===== src/rtl/fp_addsub_arbiter_if.sv =====
// fp_addsub_arbiter_if
//   Groups the two cores' request/response channels and the operand/result
//   bus of the shared single-precision add/sub unit.
//   slave  : arbiter side (receives requests, drives responses and operands)
//   master : core / shared-unit side
//   Signals:
//     reqN_valid/ready/op/a/b   request channel of core N (N = 0, 1)
//     respN_valid/ready/data    response channel of core N
//     fpu_a/fpu_b/fpu_op        registered operands to the shared unit
//     fpu_result                result returned by the shared unit
interface fp_addsub_arbiter_if;
  localparam int unsigned DATA_W = 32;

  logic              req0_valid;
  logic              req0_ready;
  logic              req0_op;
  logic [DATA_W-1:0] req0_a;
  logic [DATA_W-1:0] req0_b;

  logic              req1_valid;
  logic              req1_ready;
  logic              req1_op;
  logic [DATA_W-1:0] req1_a;
  logic [DATA_W-1:0] req1_b;

  logic              resp0_valid;
  logic              resp0_ready;
  logic [DATA_W-1:0] resp0_data;

  logic              resp1_valid;
  logic              resp1_ready;
  logic [DATA_W-1:0] resp1_data;

  logic [DATA_W-1:0] fpu_a;
  logic [DATA_W-1:0] fpu_b;
  logic              fpu_op;
  logic [DATA_W-1:0] fpu_result;

  modport slave (
    input  req0_valid, req0_op, req0_a, req0_b,
    input  req1_valid, req1_op, req1_a, req1_b,
    output req0_ready, req1_ready,
    output resp0_valid, resp0_data, resp1_valid, resp1_data,
    input  resp0_ready, resp1_ready,
    output fpu_a, fpu_b, fpu_op,
    input  fpu_result
  );

  modport master (
    output req0_valid, req0_op, req0_a, req0_b,
    output req1_valid, req1_op, req1_a, req1_b,
    input  req0_ready, req1_ready,
    input  resp0_valid, resp0_data, resp1_valid, resp1_data,
    output resp0_ready, resp1_ready,
    input  fpu_a, fpu_b, fpu_op,
    output fpu_result
  );
endinterface


===== src/rtl/fp_addsub_arbiter.sv =====
// fp_addsub_arbiter
//   Shares one external single-precision add/sub unit between two cores.
//   Round-robin grant in IDLE, operands registered to the unit in EXEC,
//   result returned on the owner's response channel in RESP.
//   Optional performance counters are built when FPARB_PERF_CNT_EN is defined.
//   Ports:
//     clk            clock, rising edge
//     rst            synchronous active-high reset
//     bus            fp_addsub_arbiter_if.slave (request/response/unit bus)
//     busy           high whenever the FSM is not in IDLE
//     perf_grant0    accepted core0 requests   (FPARB_PERF_CNT_EN only)
//     perf_grant1    accepted core1 requests   (FPARB_PERF_CNT_EN only)
//     perf_conflict  IDLE cycles with both requests valid (FPARB_PERF_CNT_EN only)
module fp_addsub_arbiter #(
  parameter int unsigned LATENCY = 0
`ifdef FPARB_PERF_CNT_EN
  ,
  parameter int unsigned CNT_W = 16
`endif
) (
  input  logic               clk,
  input  logic               rst,
  fp_addsub_arbiter_if.slave bus,
  output logic               busy
`ifdef FPARB_PERF_CNT_EN
  ,
  output logic [CNT_W-1:0]   perf_grant0,
  output logic [CNT_W-1:0]   perf_grant1,
  output logic [CNT_W-1:0]   perf_conflict
`endif
);

  localparam int unsigned WAIT_W = (LATENCY > 0) ? $clog2(LATENCY + 1) : 1;

  typedef enum logic [1:0] {
    IDLE = 2'd0,
    EXEC = 2'd1,
    RESP = 2'd2
  } state_t;

  state_t            state;
  state_t            state_next;
  logic              grant;
  logic              owner;
  logic              last_grant;
  logic [WAIT_W-1:0] wait_cnt;
  logic              accept;
  logic              lat_done;
  logic              resp_fire;

  // State register
  always_ff @(posedge clk) begin
    if (rst) begin
      state <= IDLE;
    end else begin
      state <= state_next;
    end
  end

  // Next-state logic
  always_comb begin
    state_next = state;
    case (state)
      IDLE:    if (accept)    state_next = EXEC;
      EXEC:    if (lat_done)  state_next = RESP;
      RESP:    if (resp_fire) state_next = IDLE;
      default:                state_next = IDLE;
    endcase
  end

  // Grant, ready and handshake decode
  always_comb begin
    // Tie (or no request) favours the core that did not win last time
    grant = ~last_grant;
    if (bus.req0_valid && !bus.req1_valid) begin
      grant = 1'b0;
    end else if (bus.req1_valid && !bus.req0_valid) begin
      grant = 1'b1;
    end
    bus.req0_ready = (state == IDLE) && !grant;
    bus.req1_ready = (state == IDLE) && grant;
    accept    = (bus.req0_valid && bus.req0_ready) ||
                (bus.req1_valid && bus.req1_ready);
    lat_done  = (state == EXEC) && (wait_cnt == WAIT_W'(LATENCY));
    resp_fire = (state == RESP) &&
                (owner ? (bus.resp1_valid && bus.resp1_ready)
                       : (bus.resp0_valid && bus.resp0_ready));
  end

  // Operand latch, wait counter, result capture and response channels
  always_ff @(posedge clk) begin
    if (rst) begin
      bus.fpu_a       <= '0;
      bus.fpu_b       <= '0;
      bus.fpu_op      <= 1'b0;
      bus.resp0_valid <= 1'b0;
      bus.resp1_valid <= 1'b0;
      bus.resp0_data  <= '0;
      bus.resp1_data  <= '0;
      owner           <= 1'b0;
      last_grant      <= 1'b1;
      wait_cnt        <= '0;
      busy            <= 1'b0;
    end else begin
      busy <= (state_next != IDLE);
      if (accept) begin
        bus.fpu_op <= grant ? bus.req1_op : bus.req0_op;
        bus.fpu_a  <= grant ? bus.req1_a  : bus.req0_a;
        bus.fpu_b  <= grant ? bus.req1_b  : bus.req0_b;
        owner      <= grant;
        wait_cnt   <= '0;
      end
      if ((state == EXEC) && !lat_done) begin
        wait_cnt <= wait_cnt + WAIT_W'(1);
      end
      // Result bits are passed through untouched
      if (lat_done) begin
        if (owner) begin
          bus.resp1_data  <= bus.fpu_result;
          bus.resp1_valid <= 1'b1;
        end else begin
          bus.resp0_data  <= bus.fpu_result;
          bus.resp0_valid <= 1'b1;
        end
      end
      if (resp_fire) begin
        bus.resp0_valid <= 1'b0;
        bus.resp1_valid <= 1'b0;
        last_grant      <= owner;
      end
    end
  end

`ifdef FPARB_PERF_CNT_EN
  // Saturating performance counters
  always_ff @(posedge clk) begin
    if (rst) begin
      perf_grant0   <= '0;
      perf_grant1   <= '0;
      perf_conflict <= '0;
    end else begin
      if (accept && !grant && (perf_grant0 != '1)) begin
        perf_grant0 <= perf_grant0 + CNT_W'(1);
      end
      if (accept && grant && (perf_grant1 != '1)) begin
        perf_grant1 <= perf_grant1 + CNT_W'(1);
      end
      if ((state == IDLE) && bus.req0_valid && bus.req1_valid &&
          (perf_conflict != '1)) begin
        perf_conflict <= perf_conflict + CNT_W'(1);
      end
    end
  end
`endif

endmodule


===== src/flat_wrapper.sv =====
// flat-port wrapper written by rule: the top's interface ports become plain ports
module fp_addsub_arbiter_flat 
#(
  parameter int unsigned LATENCY = 0

)
  (clk, rst, busy, bus_req0_valid, bus_req0_op, bus_req0_a, bus_req0_b, bus_req1_valid, bus_req1_op, bus_req1_a, bus_req1_b, bus_req0_ready, bus_req1_ready, bus_resp0_valid, bus_resp0_data, bus_resp1_valid, bus_resp1_data, bus_resp0_ready, bus_resp1_ready, bus_fpu_a, bus_fpu_b, bus_fpu_op, bus_fpu_result);
  fp_addsub_arbiter_if bus_i ();
  input  logic clk;
  input  logic rst;
  output logic busy;
  input wire logic [$bits(bus_i.req0_valid)-1:0] bus_req0_valid;
  input wire logic [$bits(bus_i.req0_op)-1:0] bus_req0_op;
  input wire logic [$bits(bus_i.req0_a)-1:0] bus_req0_a;
  input wire logic [$bits(bus_i.req0_b)-1:0] bus_req0_b;
  input wire logic [$bits(bus_i.req1_valid)-1:0] bus_req1_valid;
  input wire logic [$bits(bus_i.req1_op)-1:0] bus_req1_op;
  input wire logic [$bits(bus_i.req1_a)-1:0] bus_req1_a;
  input wire logic [$bits(bus_i.req1_b)-1:0] bus_req1_b;
  output wire logic [$bits(bus_i.req0_ready)-1:0] bus_req0_ready;
  output wire logic [$bits(bus_i.req1_ready)-1:0] bus_req1_ready;
  output wire logic [$bits(bus_i.resp0_valid)-1:0] bus_resp0_valid;
  output wire logic [$bits(bus_i.resp0_data)-1:0] bus_resp0_data;
  output wire logic [$bits(bus_i.resp1_valid)-1:0] bus_resp1_valid;
  output wire logic [$bits(bus_i.resp1_data)-1:0] bus_resp1_data;
  input wire logic [$bits(bus_i.resp0_ready)-1:0] bus_resp0_ready;
  input wire logic [$bits(bus_i.resp1_ready)-1:0] bus_resp1_ready;
  output wire logic [$bits(bus_i.fpu_a)-1:0] bus_fpu_a;
  output wire logic [$bits(bus_i.fpu_b)-1:0] bus_fpu_b;
  output wire logic [$bits(bus_i.fpu_op)-1:0] bus_fpu_op;
  input wire logic [$bits(bus_i.fpu_result)-1:0] bus_fpu_result;
  assign bus_i.req0_valid = bus_req0_valid;
  assign bus_i.req0_op = bus_req0_op;
  assign bus_i.req0_a = bus_req0_a;
  assign bus_i.req0_b = bus_req0_b;
  assign bus_i.req1_valid = bus_req1_valid;
  assign bus_i.req1_op = bus_req1_op;
  assign bus_i.req1_a = bus_req1_a;
  assign bus_i.req1_b = bus_req1_b;
  assign bus_req0_ready = bus_i.req0_ready;
  assign bus_req1_ready = bus_i.req1_ready;
  assign bus_resp0_valid = bus_i.resp0_valid;
  assign bus_resp0_data = bus_i.resp0_data;
  assign bus_resp1_valid = bus_i.resp1_valid;
  assign bus_resp1_data = bus_i.resp1_data;
  assign bus_i.resp0_ready = bus_resp0_ready;
  assign bus_i.resp1_ready = bus_resp1_ready;
  assign bus_fpu_a = bus_i.fpu_a;
  assign bus_fpu_b = bus_i.fpu_b;
  assign bus_fpu_op = bus_i.fpu_op;
  assign bus_i.fpu_result = bus_fpu_result;
  fp_addsub_arbiter #(.LATENCY(LATENCY)) u_core (.clk(clk), .rst(rst), .bus(bus_i), .busy(busy));
endmodule

===== config.mk =====
export PLATFORM = sky130hd
export DESIGN_NAME = fp_addsub_arbiter_flat
export DESIGN_NICKNAME = d
export VERILOG_FILES = /design/src/rtl/fp_addsub_arbiter_if.sv /design/src/rtl/fp_addsub_arbiter.sv /design/src/flat_wrapper.sv
export SDC_FILE = /design/constraint.sdc
export NUM_CORES = 1
export LEC_CHECK = 0
export CAP_MARGIN = 20
export CORE_MARGIN = 8
export CORE_UTILIZATION = 40
export CTS_CLUSTER_DIAMETER = 150
export CTS_CLUSTER_SIZE = 28
export DETAILED_ROUTE_END_ITERATION = 10
export PLACE_DENSITY = 0.84
export SLEW_MARGIN = 30
export SYNTH_ARGS = -nofsm -noshare
export SYNTH_HDL_FRONTEND = slang
export SYNTH_SLANG_ARGS = --single-unit

===== constraint.sdc =====
create_clock -name clk -period 2.4 [get_ports clk]
set_clock_uncertainty 0.05 [all_clocks]
set_input_delay 0.36 -clock clk [delete_from_list [all_inputs] [get_ports clk]]
set_output_delay 0.36 -clock clk [all_outputs]
set_load 0.01 [all_outputs]

==> results of run 1 <==
[metal layers]
| metal | part of all wire | track usage | vias up | routed length, µm |
|---|---|---|---|---|
| met2 | 0.47 | 0.380 | 366 | 12000 |
| met5 | 0 | 0 | - | 0 |
| met1 | 0.39 | 0.277 | 3355 | 9760 |
| met3 | 0.11 | 0.0813 | 45 | 2760 |
| met4 | 0.032 | 0.104 | 0 | 807 |
| li1 | - | - | 3289 | - |
[flip-flops by register name, indices dropped and copies added, names as in the netlist]
name,flops
u_core.bus.fpu_a,32
u_core.bus.fpu_b,32
u_core.bus.fpu_op,1
u_core.bus.resp0_data,32
u_core.bus.resp0_valid,1
u_core.bus.resp1_data,32
u_core.bus.resp1_valid,1
u_core.busy,1
u_core.last_grant,1
u_core.owner,1
u_core.state,2
u_core.wait_cnt,1
[stage by stage]
step	worst slack, ns	hold WS (ns)	utilization	area, µm²
floorplan	0.788	0.431	-	6540
global placement	0.338	0.391	0.599	9550
detailed placement	0.284	0.396	0.600	9560
CTS	0.0290	0.284	0.638	10200
global route	0.0537	0.308	0.638	10200
finish	0.156	0.306	0.638	10200
[layout by cell type, fill, tap and decap left out, drive strengths merged, types with 2 or more instances in the layout]
cell type / count
a21oi: 133
dfxtp: 137
nor2b: 2
inv: 8
clkdlybuf4s50: 298
o21ai: 2
nor3: 2
a2111oi: 130
nor2: 5
clkbuf: 19
clkinvlp: 2
buf: 23
nand2: 128
bufinv: 2
or2: 2
nand3: 2
nor4: 65
clkinv: 4
[logic make-up (layout without fill, tap and decap cells)]
group | after synthesis | count (layout)
compound gates | 269 | 269
simple gates | 214 | 214
fa+ha+maj | 1 | 1
flops | 137 | 137
buf+inv | 106 | 356
[power by group through the flow]
stage | combinational, mW | clock (mW) | sequential, mW
final | 1.70 | 2.71 | 2.59
after CTS | 1.71 | 2.76 | 2.59
after global placement | 1.68 | 0 | 2.63
after global routing | 1.82 | 2.88 | 2.62
after detailed placement | 1.70 | 0 | 2.64
after floorplan | 0.738 | 0 | 2.72
[area by class of cell]
class | instances | area [µm²] | share of cell area
clock buffer | 19 | 453 | 0.0445
clock inverter | 13 | 159 | 0.0156
inverter | 3 | 12.5 | 0.00123
multi-input combinational | 484 | 3310 | 0.325
sequential | 137 | 2750 | 0.270
tap | 216 | 270 | 0.0266
timing repair buffer | 321 | 3220 | 0.317
[worst max-delay path by stage]
stage                                   startpoint                                 to  slack (ns)  depth (start not counted)
floorplan                           bus_req1_valid                     bus_req1_ready        0.79                          4
global placement                    bus_req1_valid  u_core.bus.fpu_b[18]$_SDFFE_PP0P_        0.34                          6
detailed placement                  bus_req1_valid  u_core.bus.fpu_b[18]$_SDFFE_PP0P_        0.28                          6
CTS                 u_core.last_grant$_SDFFE_PP1P_                     bus_req1_ready        0.03                          4
global route            u_core.state[1]$_SDFF_PP0_                     bus_req0_ready        0.05                          3
finish                  u_core.state[1]$_SDFF_PP0_                     bus_req0_ready        0.16                          3
[timing repair]
item                                    in CTS  in global routing
endpoints found under the setup margin       0                  2
resized for setup                            0                  1
buffers inserted                             0                  0
endpoints found under the hold margin        0                  0
==> results.ini, run 1 <==
[synthesis]
adder_cell_fraction_of_synth_area=0.00153
ys.warnings.count=0
synth_top_family_by_area=compound AO/OA/AOI/OAI gates
synth_seq_cells=137
post-synth-top-count-cell=dfxtp_1
area_fraction_in_compound_gates_after_synthesis=0.342
synth_area_per_cell_um2=9.00
synth_fp_nets=895
ys_top_cells_by_area=dfxtp_1 (42%), a2111oi_2 (14%), a21oi_1 (10%), a2111oi_0 (9.0%), nand2_1 (7.3%)
synth_top_cells_by_count=dfxtp_1 (137), a21oi_1 (133), nand2_1 (128), a2111oi_0 (67), nor4_1 (65)
ys_types=34
xor_xnor_cell_area_share_of_the_yosys_netlist=0
synth.yosys.seq_area_share=0.419
postSynth.asyncResetShare=0
postSynthCellCount=727
synth_edf_count=0
synth_mux_area_frac=0
synth_ff_type=dfxtp_1
netlist_area_um2=6540
synth_top_cell_area_share=0.419
cell_accounting_for_the_most_synthesized_area=dfxtp_1
synth_simple_gate_area_share=0.157

[detailed_routing]
drt_first_iter_violations=494
post-route-drc-count=0
routed_via_density=5.91
route.detailed.wl_per_inst_um=21.2
drtPass1Iterations=5
dr_total_vias=7055
totalWireLength_mm=25.3
drt.antenna.violating_nets=0

[final_layout]
layout.cells.non_filler=1193
design.final.nets=1132
insertedDiodeCount=0
area.growth.synth_to_final_pct=55.5
layout-drive-gt1-share=0.131
nFillCells=1353

[place]
place.detailed.hpwl_mm=16.8
gp_congestion=0.833
placedCellCount=1161
portBuffers=301

[setup_path]
worst_path_largest_cell_delay_ns=0.55
cp.buffers_inverters=1
worstSetupEndpointType=output port
req_time_crit_path_ns=1.99
critical_path.reg2reg.startpoint=u_core.state[1]$_SDFF_PP0_
crit_path_max_fanout=8
crit_path_start_kind=register
criticalPathCategory=register to output port
r2r-end=u_core.bus.fpu_a[17]$_SDFFE_PP0P_
ff2ff_setup_slack_ns=0.51
critical_path.top_delay_family=buffers and inverters
worst-r2r-cell-count=5
cp_data_arrival_time_ns=1.83
timing.critical_path.slowest_stage_cell=clkdlybuf4s50_1
path_cells=or2_4, nor2_1, clkdlybuf4s50_1

[timing]
final-setup-viol-count=0
max_freq_mhz=446
hold_viol_final=0
timing_worst_slew_pin_value_ns=0.824
fin_tns_setup_ns=0
setup_repair_after_global_routing_missed_its_margin=no
min_period_over_period=0.935
slew_headroom=0.451
fin_crit_ns=2.24
slew_violations=0

[floorplan]
core-area_um2=15900
ports_placed_on_the_boundary=302
num_rows=46
initial_utilization=0.410
floorplan.die.width_um=144
floorplan.die_area_um2=20700
die_height_um=144

[clock_tree]
tritoncts=built
cts_root_buffer=clkbuf_16
maximum_buffer_depth_of_the_clock_tree=2
worst_skew_late_latency_ns=0.40
ctsHtreeMaxLevel=4
clk_transition_reported_paths_ns=0.06
post_cts_hold_buffer_count=0
cts_num_sinks=137
cts_inserted_buffers=17

[grt]
number_of_antenna_violations_at_the_first_check_in_global_routing=0
grt_start_max_net_pins=71
grt_util_all_layers=0.235
grt_first_pass_wirelength_mm=38.7
first_global_vias=6921
globalRoute.totalOverflow=0

[power]
share_seq_of_total_power=0.370
sw_frac_of_total=0.295
max-vdd-ir-drop_uv=471
p_leak_nw=3.21
cellPowerDensity_nw_per_um2=689
p_clk_frac=0.387
internal_power_mw=4.94
power.share.combinational=0.243
fin_total_pwr_mw=7.01
netSwitchingPower_mw=2.07

[worst_hold_path]
path_type_of_the_worst_min_delay_path=input pin to register
worstHoldStart=rst
hold-path-endpoint=u_core.bus.resp1_data[8]$_SDFFE_PP0P_
hold-path-cell-count=2

[run_status]
status=complete, no violations

[run]
max_cap_violations=0

(Power assumes the default switching activity.)
==> inputs of run 2 (changes only) <==
--- a/config.mk
+++ b/config.mk
@@ -11,6 +11,7 @@
 export CTS_CLUSTER_DIAMETER = 150
 export CTS_CLUSTER_SIZE = 28
 export DETAILED_ROUTE_END_ITERATION = 10
+export GPL_TIMING_DRIVEN = 1
 export PLACE_DENSITY = 0.84
 export SLEW_MARGIN = 30
 export SYNTH_ARGS = -nofsm -noshare
==> results of run 2 <==
The final DEF is identical to that of run 1; final timing and power are the same.
==> inputs of run 3 (changes only) <==
--- a/config.mk
+++ b/config.mk
@@ -6,12 +6,11 @@
 export NUM_CORES = 1
 export LEC_CHECK = 0
 export CAP_MARGIN = 20
-export CORE_MARGIN = 8
 export CORE_UTILIZATION = 40
 export CTS_CLUSTER_DIAMETER = 150
 export CTS_CLUSTER_SIZE = 28
 export DETAILED_ROUTE_END_ITERATION = 10
-export GPL_TIMING_DRIVEN = 1
+export GPL_TIMING_DRIVEN = 0
 export PLACE_DENSITY = 0.84
 export SLEW_MARGIN = 30
 export SYNTH_ARGS = -nofsm -noshare
==> results.ini, run 3 (synthesis results as in run 1) <==
[setup_path]
crit_path_start_kind=register
worstSetupEndpointType=output port
critical_path.top_delay_family=buffers and inverters
worst_path_largest_cell_delay_ns=0.30
path_cells=buf_6, or2_1, buf_6, buf_6, buf_6, nor2_1, clkdlybuf4s15_1
req_time_crit_path_ns=1.99
crit_path_max_fanout=10
criticalPathCategory=register to output port
timing.critical_path.slowest_stage_cell=dfxtp_1
cp.buffers_inverters=5
cp_data_arrival_time_ns=1.89
crit_path_frequent_cell=buf_6

[timing]
max_freq_mhz=434
hold_viol_final=0
timing_worst_slew_pin_value_ns=0.745
final-setup-viol-count=0
setup_repair_after_global_routing_missed_its_margin=no
fin_crit_ns=2.30
min_period_over_period=0.959
slew_violations=0
fin_tns_setup_ns=0
slew_headroom=0.504

[place]
detailed_place.area_um2=9820
place.detailed.hpwl_mm=18.0
gp_congestion=0.873
placedCellCount=1243
portBuffers=300

[grt]
first_global_vias=7235
number_of_antenna_violations_at_the_first_check_in_global_routing=0
grt_start_max_net_pins=20
grt_util_all_layers=0.289
grt_first_pass_wirelength_mm=37.6
globalRoute.totalOverflow=0

[clock_tree]
ctsHtreeMaxLevel=4
clk_transition_reported_paths_ns=0.06
maximum_buffer_depth_of_the_clock_tree=2
cts_inserted_buffers=17
tritoncts=built
cts_num_sinks=137
post_cts_hold_buffer_count=0
cts_root_buffer=clkbuf_16
worst_skew_late_latency_ns=0.41

[detailed_routing]
drtPass1Iterations=5
drt.antenna.violating_nets=0
post-route-drc-count=0
dr_total_vias=7375
drt_first_iter_violations=403
routed_via_density=5.77
totalWireLength_mm=24.7
route.detailed.wl_per_inst_um=19.3

[worst_hold_path]
path_type_of_the_worst_min_delay_path=register to register

[run]
max_cap_violations=0

[run_status]
status=complete, no violations

[final_layout]
finalInstanceArea_um2=10500
layout-drive-gt1-share=0.142
area.growth.synth_to_final_pct=60.3
layout_common_cells=clkdlybuf4s50_1 (296), dfxtp_1 (136), a21oi_1 (133), nand2_1 (128), a2111oi_0 (67)
layout.cells.non_filler=1278
design.final.nets=1216
commonest_non_fill_non_tap_cell_in_the_layout=clkdlybuf4s50_1

[floorplan]
floorplan.die_area_um2=16900
floorplan.die.width_um=130
num_rows=46
initial_utilization=0.410
die_height_um=130
core-area_um2=15900
ports_placed_on_the_boundary=302

[power]
max-vdd-ir-drop_uv=476
p_leak_nw=3.39
cellPowerDensity_nw_per_um2=681
fin_total_pwr_mw=7.15

[run 3: final timing paths]
| check | startpoint | endpoint | slack [ns] | cells past startpoint |
|---|---|---|---|---|
| setup / recovery | u_core.state[1]$_SDFF_PP0_ | bus_req0_ready | 0.1 | 7 |
| hold / removal | u_core.bus.resp1_data[8]$_SDFFE_PP0P_ | u_core.bus.resp1_data[8]$_SDFFE_PP0P_ | 0.40 | 2 |
| setup reg to reg | u_core.state[1]$_SDFF_PP0_ | u_core.bus.fpu_b[24]$_SDFFE_PP0P_ | 0.48 | 7 |
| hold reg to reg | u_core.bus.resp1_data[8]$_SDFFE_PP0P_ | u_core.bus.resp1_data[8]$_SDFFE_PP0P_ | 0.40 | 2 |
[run 3: repair_timing]
action	in CTS	in global routing
setup buffers	0	6
gates resized for setup	5	8
pin swaps	0	1
setup endpoints to repair	2	2
[run 3: layer usage]
layer,track usage,part of all wire,wire (µm)
met4,0.133,0.032,793
met2,0.506,0.49,12200
met3,0.0820,0.090,2230
met5,0,0,0
met1,0.326,0.38,9490
[run 3: tightest hold or removal path, cell delays in order, from the launching register on]
cell     delay (ns)
dfxtp_1        0.31
nand2_1        0.05
a21oi_1        0.05
[run 3: report_power, final]
group	leakage, nW	switching (mW)	total [mW]	internal, mW
logic	1.97	0.889	1.78	0.893
registers	1.13	0.129	2.61	2.48
clock network	0.302	1.10	2.76	1.66
[run 3: final cells by class]
class                   instances  area [µm²]
diodes                          1        2.50
plain buffers                  99         507
clock buffers                  17         425
clock inverters                15         191
fillers                      1293        5450
inverters                       3        17.5
multi-input cells             484        3280
flip-flops and latches        137        2740
well taps                     216         270
repair buffers                306        3050
[run 3: stage by stage]
stage / worst slack, ns / utilization / hold slack (ns)
6_report: 0.0975 / 0.658 / 0.404
5_1_grt: 0.0115 / 0.658 / 0.425
4_1_cts: -0.192 / 0.654 / 0.405
3_5_place_dp: -0.646 / 0.616 / 0.396
3_3_place_gp: -0.628 / 0.616 / 0.391
2_1_floorplan: 0.788 / - / 0.431
